File: config.mk
export PLATFORM = sky130hd
export DESIGN_NAME = probe_capture_router
export DESIGN_NICKNAME = d
export VERILOG_FILES = /design/src/rtl/probe_capture_router.sv
export SDC_FILE = /design/constraint.sdc
export NUM_CORES = 1
export LEC_CHECK = 0
export BUFFER_PORTS_ARGS = -buffer_cell sky130_fd_sc_hd__buf_4
export CORE_MARGIN = 10
export CORE_UTILIZATION = 31
export DETAILED_ROUTE_END_ITERATION = 10
export PLACE_DENSITY_LB_ADDON = 0.1
export SKIP_CTS_REPAIR_TIMING = 1
export SYNTH_ARGS = -nofsm -noshare
export SYNTH_HDL_FRONTEND = slang
export SYNTH_SLANG_ARGS = --single-unit
File: constraint.sdc
create_clock -name inClock -period 3.2 [get_ports inClock]
set_clock_uncertainty 0.2 [all_clocks]
set_input_delay 0.16 -clock inClock [delete_from_list [all_inputs] [get_ports inClock]]
set_output_delay 0.16 -clock inClock [all_outputs]
set_load 0.03 [all_outputs]
File: src/rtl/probe_capture_router.sv
// Routes one of NUM_PROBES internal buses to a pin group. It can also capture decimated
// samples into a one-shot or pre-trigger ring buffer, which is then read out over pins.
module probe_capture_router #(
    parameter int NUM_PROBES = 16,
    parameter int PROBE_W    = 4,
    parameter int DEPTH      = 16,
    localparam int SEL_W     = $clog2(NUM_PROBES)
) (
    input  logic                          inClock,
    input  logic                          inReset,
    input  logic [NUM_PROBES*PROBE_W-1:0] inProbeBus,
    input  logic                          inCfgShift,
    input  logic                          inCfgData,
    input  logic                          inCfgUpdate,
    input  logic                          inArm,
    input  logic                          inTrigger,
    input  logic                          inReadEnable,
    output logic [PROBE_W-1:0]            outLive,
    output logic [PROBE_W-1:0]            outData,
    output logic                          outValid,
    output logic                          outEmpty,
    output logic                          outDone,
    output logic                          outArmed
);

    localparam int CFG_W = SEL_W + 6;
    localparam int PTR_W = $clog2(DEPTH);
    localparam logic [1:0] MODE_ONESHOT = 2'b01;
    localparam logic [1:0] MODE_RING    = 2'b10;
    localparam logic [PTR_W:0] FULL_COUNT   = (PTR_W+1)'(DEPTH);
    localparam logic [PTR_W:0] ONESHOT_LAST = (PTR_W+1)'(DEPTH - 1);
    localparam logic [PTR_W:0] RING_LAST    = (PTR_W+1)'(DEPTH/2 - 1);

    typedef enum logic [1:0] {S_IDLE, S_ARMED, S_CAPTURE, S_DONE} state_t;

    state_t               r_state;
    state_t               w_state_next;
    logic [CFG_W-1:0]     r_cfg_sr;
    logic [CFG_W-1:0]     r_cfg;
    logic [3:0]           r_cnt;
    logic [PTR_W-1:0]     r_wr_ptr;
    logic [PTR_W-1:0]     r_rd_ptr;
    logic [PTR_W:0]       r_count;
    logic [PTR_W:0]       r_post_cnt;
    logic [PROBE_W-1:0]   r_live;
    logic [PROBE_W-1:0]   r_data;
    logic                 r_valid;
    logic [PROBE_W-1:0]   r_mem [DEPTH];

    logic [PROBE_W-1:0]   w_probes [NUM_PROBES];
    logic [SEL_W-1:0]     w_sel;
    logic [1:0]           w_mode;
    logic [3:0]           w_decim;
    logic [PROBE_W-1:0]   w_probe;
    logic                 w_idle_or_done;
    logic                 w_cfg_apply;
    logic                 w_arm_go;
    logic                 w_strobe;
    logic                 w_post_wr;
    logic                 w_wr;
    logic [PTR_W:0]       w_post_last;
    logic                 w_capture_end;
    logic                 w_rd;
    logic                 w_clear;

    for (genvar gi = 0; gi < NUM_PROBES; gi++) begin : g_probe
        assign w_probes[gi] = inProbeBus[gi*PROBE_W +: PROBE_W];
    end

    assign w_sel   = r_cfg[CFG_W-1 -: SEL_W];
    assign w_mode  = r_cfg[5:4];
    assign w_decim = r_cfg[3:0];
    assign w_probe = (32'(w_sel) < NUM_PROBES) ? w_probes[w_sel] : w_probes[0];

    // A config update takes priority over an arm arriving in the same cycle.
    assign w_idle_or_done = (r_state == S_IDLE) || (r_state == S_DONE);
    assign w_cfg_apply    = inCfgUpdate && w_idle_or_done;
    assign w_arm_go       = inArm && w_idle_or_done && !w_cfg_apply &&
                            ((w_mode == MODE_ONESHOT) || (w_mode == MODE_RING));
    assign w_clear        = w_arm_go || w_cfg_apply;

    assign w_strobe      = (r_cnt == w_decim);
    assign w_post_wr     = w_strobe && (((r_state == S_ARMED) && inTrigger) || (r_state == S_CAPTURE));
    assign w_wr          = w_post_wr || (w_strobe && (r_state == S_ARMED) && (w_mode == MODE_RING));
    assign w_post_last   = (w_mode == MODE_ONESHOT) ? ONESHOT_LAST : RING_LAST;
    assign w_capture_end = w_post_wr && (r_post_cnt == w_post_last);
    assign w_rd          = inReadEnable && (r_state == S_DONE) && (r_count != '0);

    always_ff @(posedge inClock or negedge inReset) begin
        if (!inReset) begin
            r_state <= S_IDLE;
        end else begin
            r_state <= w_state_next;
        end
    end

    always_comb begin
        w_state_next = r_state;
        case (r_state)
            S_IDLE:    if (w_arm_go) w_state_next = S_ARMED;
            S_ARMED:   if (inTrigger) w_state_next = S_CAPTURE;
            S_CAPTURE: if (w_capture_end) w_state_next = S_DONE;
            S_DONE: begin
                if (w_cfg_apply) begin
                    w_state_next = S_IDLE;
                end else if (w_arm_go) begin
                    w_state_next = S_ARMED;
                end
            end
            default:   w_state_next = S_IDLE;
        endcase
    end

    always_comb begin
        outDone  = (r_state == S_DONE);
        outArmed = (r_state == S_ARMED) || (r_state == S_CAPTURE);
        outEmpty = (r_state != S_DONE) || (r_count == '0);
    end

    always_ff @(posedge inClock or negedge inReset) begin
        if (!inReset) begin
            r_cfg_sr   <= '0;
            r_cfg      <= '0;
            r_cnt      <= '0;
            r_wr_ptr   <= '0;
            r_rd_ptr   <= '0;
            r_count    <= '0;
            r_post_cnt <= '0;
            r_live     <= '0;
            r_data     <= '0;
            r_valid    <= 1'b0;
        end else begin
            if (inCfgShift) r_cfg_sr <= {r_cfg_sr[CFG_W-2:0], inCfgData};
            if (w_cfg_apply) r_cfg <= r_cfg_sr;
            r_cnt   <= (w_arm_go || w_strobe) ? 4'd0 : r_cnt + 4'd1;
            r_live  <= w_probe;
            r_valid <= w_rd;
            if (w_rd) r_data <= r_mem[r_rd_ptr];
            // r_rd_ptr always tracks the oldest entry; a write into a full ring pushes it along.
            if (w_clear) begin
                r_wr_ptr   <= '0;
                r_rd_ptr   <= '0;
                r_count    <= '0;
                r_post_cnt <= '0;
            end else if (w_wr) begin
                r_wr_ptr <= r_wr_ptr + 1'b1;
                if (r_count == FULL_COUNT) begin
                    r_rd_ptr <= r_rd_ptr + 1'b1;
                end else begin
                    r_count <= r_count + 1'b1;
                end
                if (w_post_wr) r_post_cnt <= r_post_cnt + 1'b1;
            end else if (w_rd) begin
                r_rd_ptr <= r_rd_ptr + 1'b1;
                r_count  <= r_count - 1'b1;
            end
        end
    end

    always_ff @(posedge inClock) begin
        if (w_wr) r_mem[r_wr_ptr] <= w_probe;
    end

    assign outLive  = r_live;
    assign outData  = r_data;
    assign outValid = r_valid;

endmodule

==> results of run 1 <==
worst min-delay path, delay by kind of cell:
family / cells / cell delay [ns]
simple gates: 1 / 0.08
buf+inv: 2 / 0.20
compound gates: 1 / 0.14
synth_stat cells, drive strengths merged:
master	n
nand2b	6
ha	16
nor2	17
and2b	1
o41ai	1
o31ai	3
o211a	1
edfxtp	64
or4	1
nor3	9
nand2	16
buf	8
mux4	36
nand3	6
nor2b	2
a21oi	15
a21o	3
o211ai	3
dfrtp	53
mux2	18
and4	5
o22a	1
fa	1
nor4	1
o21ai	12
o221ai	4
inv	10
xor2	3
clkbuf	8
o31a	1
o2111ai	1
or3	4
mux2i	10
nand4	1
and3	4
or2b	1
xnor2	12
o21a	1
and2	4
nor3b	6
a2111oi	1
sequential cells by signal, summed over array words and instances, names as in the netlist:
signal and cells:
r_state 2, r_cnt 4, r_cfg_sr 10, outValid 1
r_wr_ptr 4, r_mem 64, r_post_cnt 5, outLive 4
r_cfg 10, outData 4, r_count 5, r_rd_ptr 4
metrics by stage:
| step | cells | total power, mW | setup WS [ns] | area, um^2 | hold WS, ns |
|---|---|---|---|---|---|
| finish | 713 | 5.85 | 0.300 | 7170 | 0.00928 |
| global route | 713 | 6.21 | 0.00114 | 7170 | 0.0457 |
| CTS | 708 | 5.95 | 0.233 | 7120 | -0.371 |
| detailed placement | 676 | 4.07 | 0.247 | 6550 | 0.0749 |
| global placement | 676 | 4.03 | 0.325 | 6550 | 0.0718 |
| floorplan | 370 | 3.49 | 0.505 | 5640 | -0.336 |
path summary, 6_finish.rpt:
check                            startpoint     endpoint  slack, ns  cells past startpoint
worst min-delay path            inCfgUpdate     r_cfg[5]      0.009                      4
worst max register to register   r_state[0]   r_count[4]       0.30                     11
max in group asynchronous           inReset  r_wr_ptr[3]       2.17                      2
min in group asynchronous           inReset   outData[1]       0.15                      2
worst max-delay path             r_state[0]   r_count[4]       0.30                     11
worst min register to register   outData[3]   outData[3]       0.29                      2
layout by cell type (no fill, tap or decap), drive strengths merged, types with 6 or more instances in the layout:
cell type | synthesis | layout
buf | 8 | 93
a21oi | 15 | 15
nor3b | 6 | 6
nand2 | 16 | 16
xnor2 | 12 | 12
mux4 | 36 | 36
nor2 | 17 | 17
ha | 16 | 16
o21ai | 12 | 12
mux2 | 18 | 18
dfrtp | 53 | 53
mux2i | 10 | 10
edfxtp | 64 | 64
nor3 | 9 | 9
nand3 | 6 | 6
inv | 10 | 10
clkbuf | 8 | 27
nand2b | 6 | 6
kinds of logic after synthesis:
kind of cell               after synthesis  synth area share (%)
xor gates and xnor gates                15                  2.33
buffers and inverters                   26                  2.13
DFF                                    117                  57.6
AOI/OAI and AO/OA                       47                  5.94
adders and majority gates               17                  3.90
muxes                                   64                  19.7
and+or+nand+nor                         84                  8.36
layout make-up:
cell class	count	area [um^2]	area share (%)
clock inverter	5	75.1	1.05
inverter	10	40.0	0.558
clock buffer	27	503	7.01
sequential	117	3250	45.3
multi-input combinational	227	2270	31.7
timing repair buffer	98	748	10.4
tap	229	287	3.99
power by group:
group	total [mW]	internal [mW]	switching (mW)	leakage (nW)
clock	1.85	1.22	0.622	0.285
sequential	2.26	2.07	0.196	1.25
combinational	1.74	0.758	0.982	1.24
routing by layer:
metal	vias to the layer above	part of all wire, %	GRT usage, %
met4	0	0.96	3.51
met2	94	46	17.2
met3	15	6.9	4.85
li1	1642	-	-
met1	1741	46	13.7
met5	-	0	0
==> results by group, run 1 <==
Status
  – Status: finished clean

Logic synthesis
  – Synth warn: 0
  – Area leader, netlist: edfxtp_1
  – Mapped cell area: 0.00564 mm^2
  – Avg Cell Area, Syn: 15.2 um^2
  – Synthesis-stage register bit count: ~120
  – Post-synthesis sequential area ratio: 57.6%
  – Synth top area cells: edfxtp_1, dfrtp_1, mux4_2
  – Syn Nets: roughly 460
  – Syn Inst Count: 370
  – Distinct cells, synth: 55
  – Post-synth top area share: 34.1%

Drt
  – Number of DRC markers in iteration 0: 171
  – Routed WL: 12900 um
  – Drt first pass iters: 4
  – DR vias/cell: 4.90
  – Final ANT Viol Nets: 0
  – Routed len/inst: 18.1 um
  – DRC: 0
  – Vias: 3492

Global route
  – Initial antenna violation count: 0
  – Number of global-route vias before repair: between 3000 and 4000
  – Tot GR Track Use: approximately 11%
  – First-pass GRT wire length: 21200 um
  – Total grt overflow: 0
  – Largest net degree at the start of global routing: 54

Clocking
  – CTS sink count: 117
  – CTS tree: yes
  – Clk buf depth: 2
  – CTS root buf: clkbuf_16
  – Total CTS buffers: 17
  – Worst skew pair latency: 0.41 ns
  – H-Tree Depth: 4
  – Worst-path clk slew: 0.05 ns

Critical path
  – Critical path fanouts, max: 7
  – WS Path Type: reg -> reg
  – CP endpoint kind: register
  – CP Launch Type: register
  – Crit-path cells: inv_1 > ha_1 > and2b_2 > nor2_4 > inv_2 > ha_1 > a21o_1 > a21oi_1 > a2111oi_1 > o21ai_1 > nor3b_2
  – CP peak stage delay: 0.43 ns
  – Worst endpoint required time: about 3.3 ns
  – Most frequent CP cell: ha_1
  – Bufs and invs on worst path: 2
  – Crit-path slowest cell: dfrtp_1
  – Cell family with most CP delay: compound AO/OA/AOI/OAI gates
  – Crit path DAT: 2.99 ns

Timing
  – Max Freq: 0.345 GHz
  – Period minus WS final: 2.90 ns
  – Tightest Pin Transition: 0.866 ns
  – Tcrit/Tclk final: 90.6%
  – Rel. slew slack: 42.2%
  – Pins Over Slew Limit: 0
  – Hold Vio Cnt, Final: 0
  – Final setup vio count: 0
  – Setup TNS after final layout: 0 ns
  – RSZ-0062 raised after global routing: no

Power
  – IR drop worst, VDD: 0.399 mV
  – Pwr dens: 815 mW/mm^2
  – LEAKAGE: between 2 and 3 nW

Floorplan
  – Row Count: 49
  – Die area: 0.0240 mm^2
  – Chip Width: 155 um
  – Initial core utilization: 31.5%
  – Die height: 155 um
  – Core Region: 0.0179 mm^2
  – I/O pin total: 84

Min path
  – Worst Hold Class: in -> reg

Layout
  – # fillers: 1694
  – Share of cells above drive strength 1: roughly two fifths
  – Fin util: 40.1%
  – Layout area overhead: 27.2%
  – # diodes: 0
  – Number of nets in the layout: 560

Placement
  – I/O Buffers: 83
  – GP Congestion: 0.721
  – HPWL after DPL: between 9000 and 10000 um

Flow run
  – Maxcap violations: 0
No activity file was read; power rests on OpenSTA's default activity.
==> run 2: changes to the inputs <==
Settings changed: CORE_UTILIZATION 31 to 55, MAX_ROUTING_LAYER set to met4.
==> run 2 against run 1 <==
  * Fmax shrank 0.96%
  * Clock power shrank 2%
  * Core utilization grew 31 points
  * Critical path depth is the same
  * Non-clock buffer count shrank 4
  * Cell count shrank 14%
  * Register-to-register slack lost 0.03 ns
  * Count of clock-buffer cells in the layout shrank 9
  * Sequential cell count is the same
  * Design area shrank 2.0%
  * Combinational power is essentially flat
  * Power shrank 0.18%
  * Largest cell class unchanged
  * Highest routed layer unchanged
==> results by group, run 2 (synthesized netlist as in run 1, its figures left out) <==
Status
  – Status: finished clean

Timing
  – Tcrit/Tclk final: 91.5%
  – Rel. slew slack: between 40% and 50%
  – Worst setup margin: 0.272 ns
  – RSZ-0062 raised after global routing: no
  – Tightest Pin Transition: 0.832 ns
  – Final setup vio count: 0
  – Setup TNS after final layout: 0 ns
  – Period minus WS final: 2.93 ns
  – Pins Over Slew Limit: 0
  – Hold Vio Cnt, Final: 0
  – Max Freq: 0.342 GHz

Drt
  – Final ANT Viol Nets: 0
  – Number of DRC markers in iteration 0: 154
  – Routed len/inst: roughly 20 um
  – DR vias/cell: 5.81
  – Drt first pass iters: 4
  – Routed WL: between 10000 and 15000 um
  – Vias: ~3600
  – DRC: 0

Critical path
  – Reg2Reg Launch Point: r_state[0]
  – Worst setup path endpoint: r_count[4]
  – Crit path DAT: 3.11 ns
  – Reg-to-reg endpoint: r_count[4]
  – Critical path fanouts, max: 7
  – Worst endpoint required time: 3.39 ns
  – CP startpoint: r_state[0]
  – R2r worst-path depth: 11
  – CP endpoint kind: register
  – R2r setup slk: 0.27 ns
  – WS Path Type: reg -> reg
  – CP Launch Type: register

Power
  – Tot Pwr: roughly 6 mW
  – LEAKAGE: 2.74 nW
  – IR drop worst, VDD: 0.498 mV
  – Pwr dens: ~830 mW/mm^2

Layout
  – Share of cells above drive strength 1: 38.3%
  – Most frequent cells in the layout: buf_4, edfxtp_1, dfrtp_1
  – Largest registers: r_mem x64, r_cfg x10, r_cfg_sr x10
  – Number of nets in the layout: 556
  – Number of flip-flops in the largest register: 64
  – Most common library cell in the layout ignoring fill and taps: buf_4
  – Largest Register: r_mem
  – # fillers: 643
  – Layout area overhead: 24.7%

Clocking
  – Clk buf depth: 2
  – H-Tree Depth: 4
  – CTS sink count: between 100 and 150
  – CTS root buf: clkbuf_8
  – Worst-path clk slew: 0.06 ns
  – Total CTS buffers: 17
  – Worst skew pair latency: 0.50 ns
  – CTS tree: yes

Global route
  – Largest net degree at the start of global routing: 54
  – First-pass GRT wire length: between 15000 and 20000 um
  – Total grt overflow: 0
  – Tot GR Track Use: 17.9%
  – Initial antenna violation count: 1
  – Number of global-route vias before repair: approximately 3900

Floorplan
  – Die area: 0.0147 mm^2
  – Row Count: 36
  – Die height: 121 um
  – Core Region: slightly below 0.01 mm^2
  – Initial core utilization: 57.2%
  – Chip Width: 121 um
  – I/O pin total: 84

Placement
  – Post-Place Setup Slack: 0.163 ns
  – GP Congestion: approximately 0.85
  – I/O Buffers: 83
  – HPWL after DPL: 8820 um

Min path
  – Worst Hold Class: in -> async

Flow run
  – Maxcap violations: 0
## run 2: cell count changes in the layout (fill, tap and decap cells not counted), sizes merged
cell	change
buf	-6
clkbuf	-9
clkinv	+1
clkinvlp	+4
diode	+1
dlygate4sd3	+2
inv	+4
## run 2: final cells by class
| type | count | area, um^2 | area share, % |
|---|---|---|---|
| Timing Repair Buffer | 94 | 723 | 10.3 |
| Inverter | 10 | 40.0 | 0.569 |
| Tap cell | 133 | 166 | 2.37 |
| Antenna cell | 1 | 2.50 | 0.0356 |
| Clock buffer | 18 | 428 | 6.09 |
| Multi-Input combinational cell | 227 | 2270 | 32.3 |
| Sequential cell | 117 | 3250 | 46.2 |
| Clock inverter | 14 | 150 | 2.14 |
## run 2: critical path, stage by stage, from the launching register on
cell and delay [ns]:
dfrtp_1 0.44, inv_1 0.11, ha_1 0.25, and2b_2 0.29
nor2_4 0.17, inv_2 0.11, ha_1 0.34, a21o_1 0.12
a21oi_1 0.08, a2111oi_1 0.46, o21ai_1 0.09, nor3b_2 0.16
## run 2: worst min path at each step
| stage | slack, ns | to | startpoint | cells past startpoint |
|---|---|---|---|---|
| finish | 0.03 | r_post_cnt[0] | inReset | 2 |
| CTS | -0.48 | r_post_cnt[0] | inReset | 1 |
| global placement | 0.05 | r_rd_ptr[2] | inReset | 1 |
| global route | 0.10 | r_post_cnt[0] | inReset | 2 |
| detailed placement | 0.05 | r_post_cnt[0] | inReset | 1 |
| floorplan | -0.34 | outData[0] | inReset | 0 |
## run 2: layer usage
layer	track usage, %	share of wire, %	routed length (um)	vias to the layer above
li1	-	-	-	1634
met1	21.5	42	5150	1806
met4	3.95	0.35	43	0
met3	5.58	5.9	727	4
met2	29.1	52	6340	126
met5	-	0	0	-
## run 2: power breakdown
group | switching (mW) | internal [mW] | leakage, nW
Combinational | 0.994 | 0.759 | 1.21
Sequential | 0.208 | 2.07 | 1.25
Clock | 0.677 | 1.13 | 0.270
## run 2: stage by stage
stage                     util [%]  hold slack, ns  cell area (um^2)  std cells
final                         71.3          0.0347              7030        614
after floorplan                  -          -0.336              5640        370
after CTS                     70.5          -0.482              6960        606
after global placement        64.7          0.0459              6380        574
after detailed placement      64.7          0.0535              6380        574
after global routing          71.3           0.104              7030        614
